`src/rtl/timer_pkg.sv`:
```
// Shared constants and helpers for the BCD timer digit chain.
// Moduli are 4-bit codes, 4'hA meaning ten.
package timer_pkg;

  localparam int DIGIT_W       = 4;
  localparam int MOD_SEC_TENS  = 6;
  localparam int MOD_DEC       = 10;
  localparam int MOD_HOUR_TENS = 3;

  localparam logic [15:0] MMSS_MODS = 16'h6A6A;

  function automatic logic [3:0] clamp_digit(
    input logic [3:0] d,
    input logic [3:0] m
  );
    return (d >= m) ? m - 4'd1 : d;
  endfunction

endpackage

```
`src/rtl/bcd_digit_modn.sv`:
```
// One mod-N BCD digit with clear, clamped load and up/down step.
// Priority: clear, then load, then step.
module bcd_digit_modn
  import timer_pkg::*;
(
  input  logic         clk,
  input  logic         clear,
  input  logic         loadn,
  input  logic [3:0]   data,
  input  logic         en,
  input  logic         up,
  input  logic [3:0]   mod,
  output logic [3:0]   value,
  output logic         at_min,
  output logic         at_max
);

  logic [3:0] q;

  assign value  = q;
  assign at_min = (q == 4'd0);
  assign at_max = (q == mod - 4'd1);

  always_ff @(posedge clk) begin
    if (clear) begin
      q <= 4'd0;
    end else if (!loadn) begin
      q <= clamp_digit(data, mod);
    end else if (en) begin
      if (up)
        q <= at_max ? 4'd0 : q + 4'd1;
      else
        q <= at_min ? mod - 4'd1 : q - 4'd1;
    end
  end

endmodule

```
`src/rtl/bcd_timer_chain.sv`:
```
// Cascade of mod-N BCD digits with ripple carry/borrow,
// stop-or-wrap at terminal, and a registered done pulse.
module bcd_timer_chain
  import timer_pkg::*;
#(
  parameter int NUM_DIGITS = 4,
  parameter logic [DIGIT_W*NUM_DIGITS-1:0]
    MOD_PACKED = MMSS_MODS,
  parameter bit WRAP_MODE = 1'b0
) (
  input  logic                          clk,
  input  logic                          clear,
  input  logic                          loadn,
  input  logic [DIGIT_W*NUM_DIGITS-1:0] data,
  input  logic                          en,
  input  logic                          up,
  output logic [DIGIT_W*NUM_DIGITS-1:0] count,
  output logic                          zero,
  output logic                          tc,
  output logic                          done
);

  localparam int N = NUM_DIGITS;

  logic [N-1:0] at_min;
  logic [N-1:0] at_max;
  logic [N-1:0] chain_up;
  logic [N-1:0] chain_dn;
  logic [N-1:0] dig_en;
  logic         term;
  logic         step;
  logic         lands_up;
  logic         lands_dn;
  logic         done_d;
  logic [3:0]   mod0;
  logic [3:0]   val0;

  assign chain_up[0] = 1'b1;
  assign chain_dn[0] = 1'b1;

  genvar i;
  generate
    for (i = 0; i < N; i++) begin : g_dig
      if (i > 0) begin : g_chain
        assign chain_up[i] =
          chain_up[i-1] & at_max[i-1];
        assign chain_dn[i] =
          chain_dn[i-1] & at_min[i-1];
      end
      assign dig_en[i] = step &
        (up ? chain_up[i] : chain_dn[i]);
      bcd_digit_modn u_dig (
        .clk    (clk),
        .clear  (clear),
        .loadn  (loadn),
        .data   (data[4*i +: 4]),
        .en     (dig_en[i]),
        .up     (up),
        .mod    (MOD_PACKED[4*i +: 4]),
        .value  (count[4*i +: 4]),
        .at_min (at_min[i]),
        .at_max (at_max[i])
      );
    end
  endgenerate

  assign term = up ? (&at_max) : (&at_min);
  assign zero = &at_min;
  assign tc   = en & term;
  assign step = en & ~(term & ~WRAP_MODE);
  assign mod0 = MOD_PACKED[3:0];
  assign val0 = count[3:0];

  // Will this step land exactly on the terminal value?
  always_comb begin
    lands_up = (val0 == mod0 - 4'd2);
    lands_dn = (val0 == 4'd1);
    for (int k = 1; k < N; k++) begin
      lands_up = lands_up & at_max[k];
      lands_dn = lands_dn & at_min[k];
    end
  end

  // Wrapping chains pulse on rollover; stopping
  // chains pulse on arrival at the terminal.
  always_comb begin
    done_d = 1'b0;
    if (step) begin
      if (WRAP_MODE)
        done_d = term;
      else
        done_d = up ? lands_up : lands_dn;
    end
  end

  always_ff @(posedge clk) begin
    if (clear)
      done <= 1'b0;
    else if (!loadn)
      done <= 1'b0;
    else
      done <= done_d;
  end

endmodule

```
`config.mk`:
```
export PLATFORM = sky130hd
export DESIGN_NAME = bcd_timer_chain
export DESIGN_NICKNAME = d
export VERILOG_FILES = /design/src/rtl/timer_pkg.sv /design/src/rtl/bcd_digit_modn.sv /design/src/rtl/bcd_timer_chain.sv
export SDC_FILE = /design/constraint.sdc
export NUM_CORES = 1
export LEC_CHECK = 0
export CAP_MARGIN = 10
export CELL_PAD_IN_SITES_DETAIL_PLACEMENT = 0
export CELL_PAD_IN_SITES_GLOBAL_PLACEMENT = 1
export CORE_MARGIN = 2
export CORE_UTILIZATION = 35
export DETAILED_ROUTE_END_ITERATION = 16
export PLACE_DENSITY_LB_ADDON = 0.2
export SYNTH_ARGS = -nofsm -noshare
export SYNTH_HDL_FRONTEND = slang
export SYNTH_HIERARCHICAL = 1
export SYNTH_SLANG_ARGS = --single-unit
```
`constraint.sdc`:
```
create_clock -name clk -period 5.5 [get_ports clk]
set_clock_uncertainty 0.2 [all_clocks]
set_input_delay 1.1 -clock clk [delete_from_list [all_inputs] [get_ports clk]]
set_output_delay 1.1 -clock clk [all_outputs]
set_load 0.02 [all_outputs]
```
==> summary.txt, run 1 <==
Critical path
  • Critical Path Start Type: primary input
  • Worst path required time: 4200 ps
  • CP endpoint kind: output pin
  • Endpoint arrival time on the critical path: 2840 ps
  • Reg-to-reg critical path startpoint: g_dig[0].u_dig/value[0]$_SDFFE_PP0P_
  • Number of cells traversed by the worst register-to-register path: 10
  • Endpoint of the lowest-slack register-to-register path: g_dig[3].u_dig/value[0]$_SDFFE_PP0P_
  • Launch point of the critical path: up
  • Crit path kind: in -> out
  • Top fanout value on the critical path: 5
  • Endpoint of the most critical setup path: tc
  • Reg2Reg Setup Slack: 2440 ps

Clock network
  • Maximum count of clock buffers along a single path: 2
  • Number of hold buffers added after CTS: 0
  • Total number of H-tree levels: 1
  • Root buffer cell: sky130_fd_sc_hd__clkbuf_8
  • Post-cts resize count: 0
  • Number of sinks driven by the clock tree: 17
  • Number of buffers created by CTS: 3
  • Clock transition at the registers of the reported paths: 80 ps
  • Number of buffers inserted by post-CTS setup repair: 0
  • Worst-Skew Late Latency: 260 ps
  • TritonCTS clock tree: yes

Power and ir drop
  • Cell-internal power: 334.9 uW
  • Combinational power share: 0.548
  • Power spent charging and discharging nets: 258.4 uW
  • Static leakage power: 0.001501 uW
  • Power share of the sequential group: 0.273
  • Power Dens Cells: 165.1 mW/mm2
  • Share of power burned in the clock network: 0.179
  • Peak supply drop: 69.44 uV
  • Switching power as a share of total power: 0.4355

Place
  • Routability Congestion: 0.8916
  • Detail Placement HPWL: 5519 um
  • # port buffers: 39

Global routing
  • GRT Residual Overflow: 0
  • Largest net degree at the start of global routing: 34
  • Number of antenna violations at the first check in global routing: 0
  • Gr usage total: 0.1724
  • Number of global-route vias before repair: 2607
  • First-pass GRT wire length: 12250 um

Cells and area
  • FF/Latch Area: 340.3 um2
  • Count of fill cells added during filler insertion: 825
  • Area of the multi-input gates: 0.002434 mm2
  • Signed area change from the synthesized netlist to the final layout: 27.47%
  • ANT cells: 0
  • Fraction of layout cells with a size suffix above 1: 0.07852
  • Post-layout nets: 483

Logic synthesis
  • Dominant combinational cell family by area after synthesis: compound AO/OA/AOI/OAI gates
  • Fraction of the mapped netlist area in compound gates: 0.3262
  • Seq cells post-synth: 17
  • Arithmetic-cell share of the synthesized area counting full adders, half adders and majority gates: 0.1243
  • Warning count from the yosys run: 6
  • Dominant register cell in the synthesized netlist: sky130_fd_sc_hd__dfxtp_1
  • Mux cell area share after synthesis: 0.03196
  • Average cell area after synthesis: 8.365 um2
  • EDFF count, synth: 0
  • Post-Synth Simple-Gate Area: 0.1997
  • XOR/XNOR Fraction of Synth Area: 0.1119
  • Share of synthesized flip-flops with an asynchronous set or reset: 0
  • Sequential share of the synthesized area: 0.1207
  • Number of unique standard cell types used by synthesis: 45
  • Syn Inst Count: 337
  • Cell area after synthesis: 0.002819 mm2

Worst hold path
  • Hold wc startpoint: g_dig[2].u_dig/value[1]$_SDFFE_PP0P_
  • Number of instances on the worst hold path: 2
  • Worst hold-check path type: reg -> reg

STA
  • Setup TNS Final: 0 ps
  • Worst-margin pin slew: 552.2 ps
  • Pins Over Slew Limit: 0
  • Period utilization: 0.7531
  • Unrepaired setup endpoints after global routing: no
  • Hold_ws: 443.9 ps
  • Final critical-path required period: 4142 ps
  • Final setup violation count: 0
  • Max-Slew Margin vs Limit: 0.6319
  • Final hold violation count: 0
  • Max Clock Freq: 0.2414 GHz

Die
  • Placement row count: 32
  • Die ar.: 0.008788 mm2
  • Core area: 0.007767 mm2
  • Horizontal extent of the die: 93.75 um
  • Initial standard-cell utilization of the core: 0.3629
  • Total I/O pin count: 40
  • Die boundary height: 93.75 um

Drt
  • Total iterations of the first detailed-routing run: 4
  • Remaining antenna violation count after routing: 0
  • Routed wire length: 7117 um
  • Via-to-Cell Ratio: 5.140
  • Iteration-0 DRC count of the detailed router: 79
  • DRC: 0
  • Routed WL per cell: 13.30 um
  • Vias: 2750

Status
  • Status: finished, final reports clean

Run
  • Max-Cap Viols: 0
Yosys cell counts (5+ instances only):
cell | count | area, um2
sky130_fd_sc_hd__a31oi_1 | 8 | 50.05
sky130_fd_sc_hd__mux2i_1 | 9 | 90.09
sky130_fd_sc_hd__nand4_1 | 5 | 31.28
sky130_fd_sc_hd__nand2b_1 | 8 | 50.05
sky130_fd_sc_hd__nand2_1 | 6 | 22.52
sky130_fd_sc_hd__dfxtp_1 | 17 | 340.3
sky130_fd_sc_hd__a21oi_1 | 6 | 30.03
sky130_fd_sc_hd__xnor2_1 | 28 | 245.2
sky130_fd_sc_hd__nand3_1 | 11 | 55.05
sky130_fd_sc_hd__nor2_1 | 18 | 67.56
sky130_fd_sc_hd__a211oi_1 | 12 | 90.09
sky130_fd_sc_hd__inv_1 | 62 | 232.7
sky130_fd_sc_hd__ha_1 | 28 | 350.3
sky130_fd_sc_hd__o32a_1 | 8 | 80.08
sky130_fd_sc_hd__a311oi_1 | 16 | 140.1
sky130_fd_sc_hd__xor2_1 | 8 | 70.07
final cells by class:
cell class,instances,share of cell area
timing repair buffer,42,0.1149
tap,102,0.03552
sequential,17,0.09471
multi-input combinational,308,0.6772
clock inverter,1,0.001393
clock buffer,3,0.01149
inverter,62,0.06476
routing by layer:
layer  global-route usage  routed length (um)  share of wire  vias up
met1               0.2274                3458           0.49     1278
met5                    0                   0              0        -
met4              0.06280                 131          0.018        0
li1                     -                   -              -     1411
met3              0.01445                 191          0.027       10
met2               0.2923                3336           0.47       51
worst max-delay path, cell delays in order:
cell and delay (ps):
sky130_fd_sc_hd__clkdlybuf4s50_1 520, sky130_fd_sc_hd__nand3b_1 270, sky130_fd_sc_hd__o22ai_1 180, sky130_fd_sc_hd__and2_1 160, sky130_fd_sc_hd__clkdlybuf4s50_1 610
worst min-delay path by stage:
stage	to	slack, ps
5_1_grt	g_dig[2].u_dig/value[1]$_SDFFE_PP0P_	500
4_1_cts	g_dig[2].u_dig/value[1]$_SDFFE_PP0P_	450
6_report	g_dig[2].u_dig/value[1]$_SDFFE_PP0P_	440
3_3_place_gp	g_dig[3].u_dig/value[1]$_SDFFE_PP0P_	420
3_5_place_dp	g_dig[2].u_dig/value[1]$_SDFFE_PP0P_	440
2_1_floorplan	g_dig[1].u_dig/value[1]$_SDFFE_PP0P_	470
sequential cells by signal (all words and copies together) (netlist names):
signal and cells:
done 1, g_dig.u_dig/value 16
cell usage in the layout (no fill, tap or decap), types with 4 or more instances in the layout:
| cell | n |
|---|---|
| sky130_fd_sc_hd__nand2b_4 | 4 |
| sky130_fd_sc_hd__o311ai_1 | 4 |
| sky130_fd_sc_hd__conb_1 | 52 |
| sky130_fd_sc_hd__clkdlybuf4s50_1 | 39 |
| sky130_fd_sc_hd__o31ai_1 | 4 |
| sky130_fd_sc_hd__dfxtp_1 | 17 |
| sky130_fd_sc_hd__o32a_1 | 8 |
| sky130_fd_sc_hd__o21ai_0 | 4 |
| sky130_fd_sc_hd__a311oi_1 | 16 |
| sky130_fd_sc_hd__nand2_1 | 6 |
| sky130_fd_sc_hd__o211a_1 | 4 |
| sky130_fd_sc_hd__xor2_1 | 8 |
| sky130_fd_sc_hd__nor2b_1 | 4 |
| sky130_fd_sc_hd__nand2b_1 | 8 |
| sky130_fd_sc_hd__a2111oi_4 | 4 |
| sky130_fd_sc_hd__inv_1 | 62 |
| sky130_fd_sc_hd__a31oi_1 | 8 |
| sky130_fd_sc_hd__nand4_1 | 5 |
| sky130_fd_sc_hd__o211ai_1 | 4 |
| sky130_fd_sc_hd__nor3b_2 | 4 |
| sky130_fd_sc_hd__mux2i_1 | 9 |
| sky130_fd_sc_hd__o21bai_1 | 4 |
| sky130_fd_sc_hd__or4_1 | 4 |
| sky130_fd_sc_hd__a2111oi_2 | 4 |
| sky130_fd_sc_hd__a21oi_1 | 6 |
| sky130_fd_sc_hd__nor2_1 | 18 |
| sky130_fd_sc_hd__nor3_1 | 4 |
| sky130_fd_sc_hd__a221oi_1 | 4 |
| sky130_fd_sc_hd__nand3_1 | 11 |
| sky130_fd_sc_hd__a41oi_1 | 4 |
| sky130_fd_sc_hd__nor4b_1 | 4 |
| sky130_fd_sc_hd__xnor2_1 | 28 |
| sky130_fd_sc_hd__o21a_1 | 4 |
| sky130_fd_sc_hd__a211oi_1 | 12 |
| sky130_fd_sc_hd__o21ba_2 | 4 |
| sky130_fd_sc_hd__ha_1 | 28 |
| sky130_fd_sc_hd__nor3_4 | 4 |
power by group through the flow:
| stage | Clock, uW | Combinational, uW | Sequential (uW) |
|---|---|---|---|
| 4_1_cts | 113 | 319 | 162 |
| 5_1_grt | 114 | 362 | 165 |
| 3_3_place_gp | 0 | 315 | 165 |
| 3_5_place_dp | 0 | 318 | 164 |
| 2_1_floorplan | 0 | 220 | 171 |
| 6_report | 106 | 325 | 162 |
per-stage QoR:
step                      instance area [um2]  power [uW]  setup WS [ps]  cells  utilization
after floorplan                          3007       391.5           2499    387            -
after global placement                   3547       479.5           1361    531       0.4567
after detailed placement                 3547       482.7           1343    531       0.4567
after CTS                                3593       593.8           1344    535       0.4626
after global routing                     3593       641.1           1250    535       0.4626
final                                    3593       593.3           1358    535       0.4626
logic make-up after synthesis:
logic type                 Yosys count
buffers and inverters               62
DFF                                 17
AOI/OAI and AO/OA                  101
adders and majority gates           28
other                                2
xor gates and xnor gates            36
muxes                                9
and+or+nand+nor                     82
Note: power is estimated with default switching activity, not from simulation.
==> run 2: changes to the inputs <==
==> constraint.sdc (replaced) <==
create_clock -name clk -period 3.55 [get_ports clk]
set_clock_uncertainty 0.2 [all_clocks]
set_input_delay 0.71 -clock clk [delete_from_list [all_inputs] [get_ports clk]]
set_output_delay 0.71 -clock clk [all_outputs]
set_load 0.02 [all_outputs]
==> summary.txt, run 2 (synthesis gave the netlist of run 1 again) <==
Status
  • Status: finished, final reports clean (unchanged)

Drt
  • Remaining antenna violation count after routing: 0 (unchanged)
  • Vias: 2822 (was 2750)
  • DRC: 0 (unchanged)
  • Total iterations of the first detailed-routing run: 4 (unchanged)
  • Via-to-Cell Ratio: 5.168 (was 5.140)
  • Routed wire length: 7469 um (was 7117 um)
  • Iteration-0 DRC count of the detailed router: 94 (was 79)
  • Routed WL per cell: 13.68 um (was 13.30 um)

Cells and area
  • ANT cells: 0 (unchanged)
  • Post-layout nets: 494 (was 483)
  • Fraction of layout cells with a size suffix above 1: 0.1171 (was 0.07852)
  • Post-route cell area: 0.003702 mm2 (was 0.003593 mm2)
  • Count of fill cells added during filler insertion: 812 (was 825)
  • Signed area change from the synthesized netlist to the final layout: 31.34% (was 27.47%)
  • Max FFs per register: 16 (unchanged)
  • Leading cell types in the layout, fill and taps excluded: sky130_fd_sc_hd__inv_1, sky130_fd_sc_hd__conb_1, sky130_fd_sc_hd__clkdlybuf4s50_1 (unchanged)
  • Most frequent standard cell in the layout excluding fill and tap cells: sky130_fd_sc_hd__inv_1 (unchanged)
  • Post-route non-filler standard cell count: 546 (was 535)

STA
  • Period utilization: 0.9159
  • Final setup violation count: 0 (unchanged)
  • Pins Over Slew Limit: 0 (unchanged)
  • Setup TNS Final: 0 ps (unchanged)
  • Unrepaired setup endpoints after global routing: no (unchanged)
  • Final critical-path required period: 3252 ps
  • Final hold violation count: 0 (unchanged)
  • Max Clock Freq: 0.3075 GHz

Critical path
  • Top fanout value on the critical path: 7 (was 5)
  • Worst path required time: 2640 ps (was 4200 ps)
  • Endpoint of the lowest-slack register-to-register path: g_dig[1].u_dig/value[0]$_SDFFE_PP0P_ (was g_dig[3].u_dig/value[0]$_SDFFE_PP0P_)
  • Reg-to-reg critical path startpoint: g_dig[0].u_dig/value[1]$_SDFFE_PP0P_ (was g_dig[0].u_dig/value[0]$_SDFFE_PP0P_)
  • Reg2Reg Setup Slack: 710 ps (was 2440 ps)
  • Critical Path Start Type: flip-flop (was primary input)
  • Endpoint arrival time on the critical path: 2340 ps (was 2840 ps)
  • CP endpoint kind: output pin (unchanged)
  • Crit path kind: reg -> out (was in -> out)
  • Number of cells traversed by the worst register-to-register path: 11 (was 10)

Power and ir drop
  • Peak supply drop: 100.3 uV (was 69.44 uV)
  • Static leakage power: 0.001587 uW (was 0.001501 uW)
  • Power Dens Cells: 257.8 mW/mm2 (was 165.1 mW/mm2)

Global routing
  • Number of antenna violations at the first check in global routing: 0 (unchanged)
  • Number of global-route vias before repair: 2752 (was 2607)
  • First-pass GRT wire length: 12740 um (was 12250 um)
  • Gr usage total: 0.1769 (was 0.1724)
  • GRT Residual Overflow: 0 (unchanged)
  • Largest net degree at the start of global routing: 31 (was 34)

Clock network
  • Total number of H-tree levels: 1 (unchanged)
  • Root buffer cell: sky130_fd_sc_hd__clkbuf_8 (unchanged)
  • Number of buffers inserted by post-CTS setup repair: 0 (unchanged)
  • Number of sinks driven by the clock tree: 17 (unchanged)
  • TritonCTS clock tree: yes (unchanged)
  • Maximum count of clock buffers along a single path: 2 (unchanged)
  • Clock transition at the registers of the reported paths: 90 ps (was 80 ps)
  • Number of buffers created by CTS: 3 (unchanged)
  • Worst-Skew Late Latency: 270 ps (was 260 ps)

Die
  • Initial standard-cell utilization of the core: 0.3629 (unchanged)
  • Total I/O pin count: 40 (unchanged)
  • Horizontal extent of the die: 93.75 um (unchanged)
  • Die boundary height: 93.75 um (unchanged)
  • Die ar.: 0.008788 mm2 (unchanged)
  • Core area: 0.007767 mm2 (unchanged)
  • Placement row count: 32 (unchanged)

Place
  • Area post-placement: 0.003630 mm2 (was 0.003547 mm2)
  • Detail Placement HPWL: 5901 um (was 5519 um)
  • # port buffers: 39 (unchanged)
  • Total placed cells including tap cells: 542 (was 531)
  • Routability Congestion: 0.8963 (was 0.8916)

Worst hold path
  • Hold wc startpoint: g_dig[2].u_dig/value[1]$_SDFFE_PP0P_ (unchanged)
  • Hold Path End: g_dig[2].u_dig/value[1]$_SDFFE_PP0P_ (unchanged)
  • Worst hold-check path type: reg -> reg (unchanged)
  • Number of instances on the worst hold path: 2 (unchanged)

Run
  • Max-Cap Viols: 0 (unchanged)
==> run 2: cell count changes in the layout (fill, tap and decap cells not counted) <==
cell	previous run	this run
sky130_fd_sc_hd__buf_4	3	14
sky130_fd_sc_hd__dfxtp_1	17	14
sky130_fd_sc_hd__dfxtp_2	0	3
sky130_fd_sc_hd__nor2_1	18	16
sky130_fd_sc_hd__nor2_2	0	2
sky130_fd_sc_hd__xnor2_1	28	26
sky130_fd_sc_hd__xnor2_2	0	2
sky130_fd_sc_hd__clkdlybuf4s50_1	39	38
sky130_fd_sc_hd__dlymetal6s2s_1	0	1
==> run 2: layout make-up <==
type	count	area (um2)	share of cell area
timing repair buffer	53	498.0	0.1345
clock buffer	3	41.29	0.01115
clock inverter	1	5.005	0.001352
inverter	62	232.7	0.06286
tap	102	127.6	0.03447
multi-input combinational	308	2454	0.6627
sequential	17	344.1	0.09294
==> run 2: per-layer routing <==
| layer | wire [um] | global-route usage | up-vias | share of wire |
|---|---|---|---|---|
| met1 | 3561 | 0.2338 | 1300 | 0.48 |
| met4 | 123 | 0.05556 | 0 | 0.016 |
| met3 | 301 | 0.01445 | 11 | 0.040 |
| li1 | - | - | 1445 | - |
| met5 | 0 | 0 | - | 0 |
| met2 | 3482 | 0.3042 | 66 | 0.47 |
==> run 2: worst max-delay path, stage by stage, from the launching register on <==
cell,delay [ps]
sky130_fd_sc_hd__dfxtp_2,370
sky130_fd_sc_hd__inv_1,100
sky130_fd_sc_hd__ha_1,290
sky130_fd_sc_hd__nor3b_2,290
sky130_fd_sc_hd__buf_4,200
sky130_fd_sc_hd__nand2_1,60
sky130_fd_sc_hd__nor2_1,140
sky130_fd_sc_hd__clkdlybuf4s50_1,620
==> run 2: repair_timing <==
item | in CTS | in global routing
gates resized for setup | 0 | 8
hold buffers | 0 | 0
setup endpoints to repair | 0 | 1
==> run 2: report_power, final <==
part	switching [uW]	internal (uW)	leakage (uW)	total (uW)
registers	33.4	210	0.000142	243
logic	293	253	0.00142	546
clock network	86.8	78.4	0.0000255	165
==> run 2: worst max-delay path by stage <==
stage	end	from
after global placement	tc	up
after detailed placement	tc	up
after floorplan	g_dig[2].u_dig/value[0]$_SDFFE_PP0P_	g_dig[0].u_dig/value[0]$_SDFFE_PP0P_
final	zero	g_dig[1].u_dig/value[0]$_SDFFE_PP0P_
after global routing	zero	g_dig[1].u_dig/value[0]$_SDFFE_PP0P_
after CTS	tc	g_dig[1].u_dig/value[3]$_SDFFE_PP0P_
==> run 2: per-stage QoR <==
step	setup slack, ps	power [uW]	utilization	hold slack, ps
finish	298.5	954.3	0.4766	448.1
global route	124.3	1030	0.4766	476.9
CTS	87.17	940.8	0.4733	442.8
detailed placement	189.6	772.8	0.4673	428.3
global placement	206.9	766.4	0.4673	424.3
floorplan	859.1	606.6	-	466.0
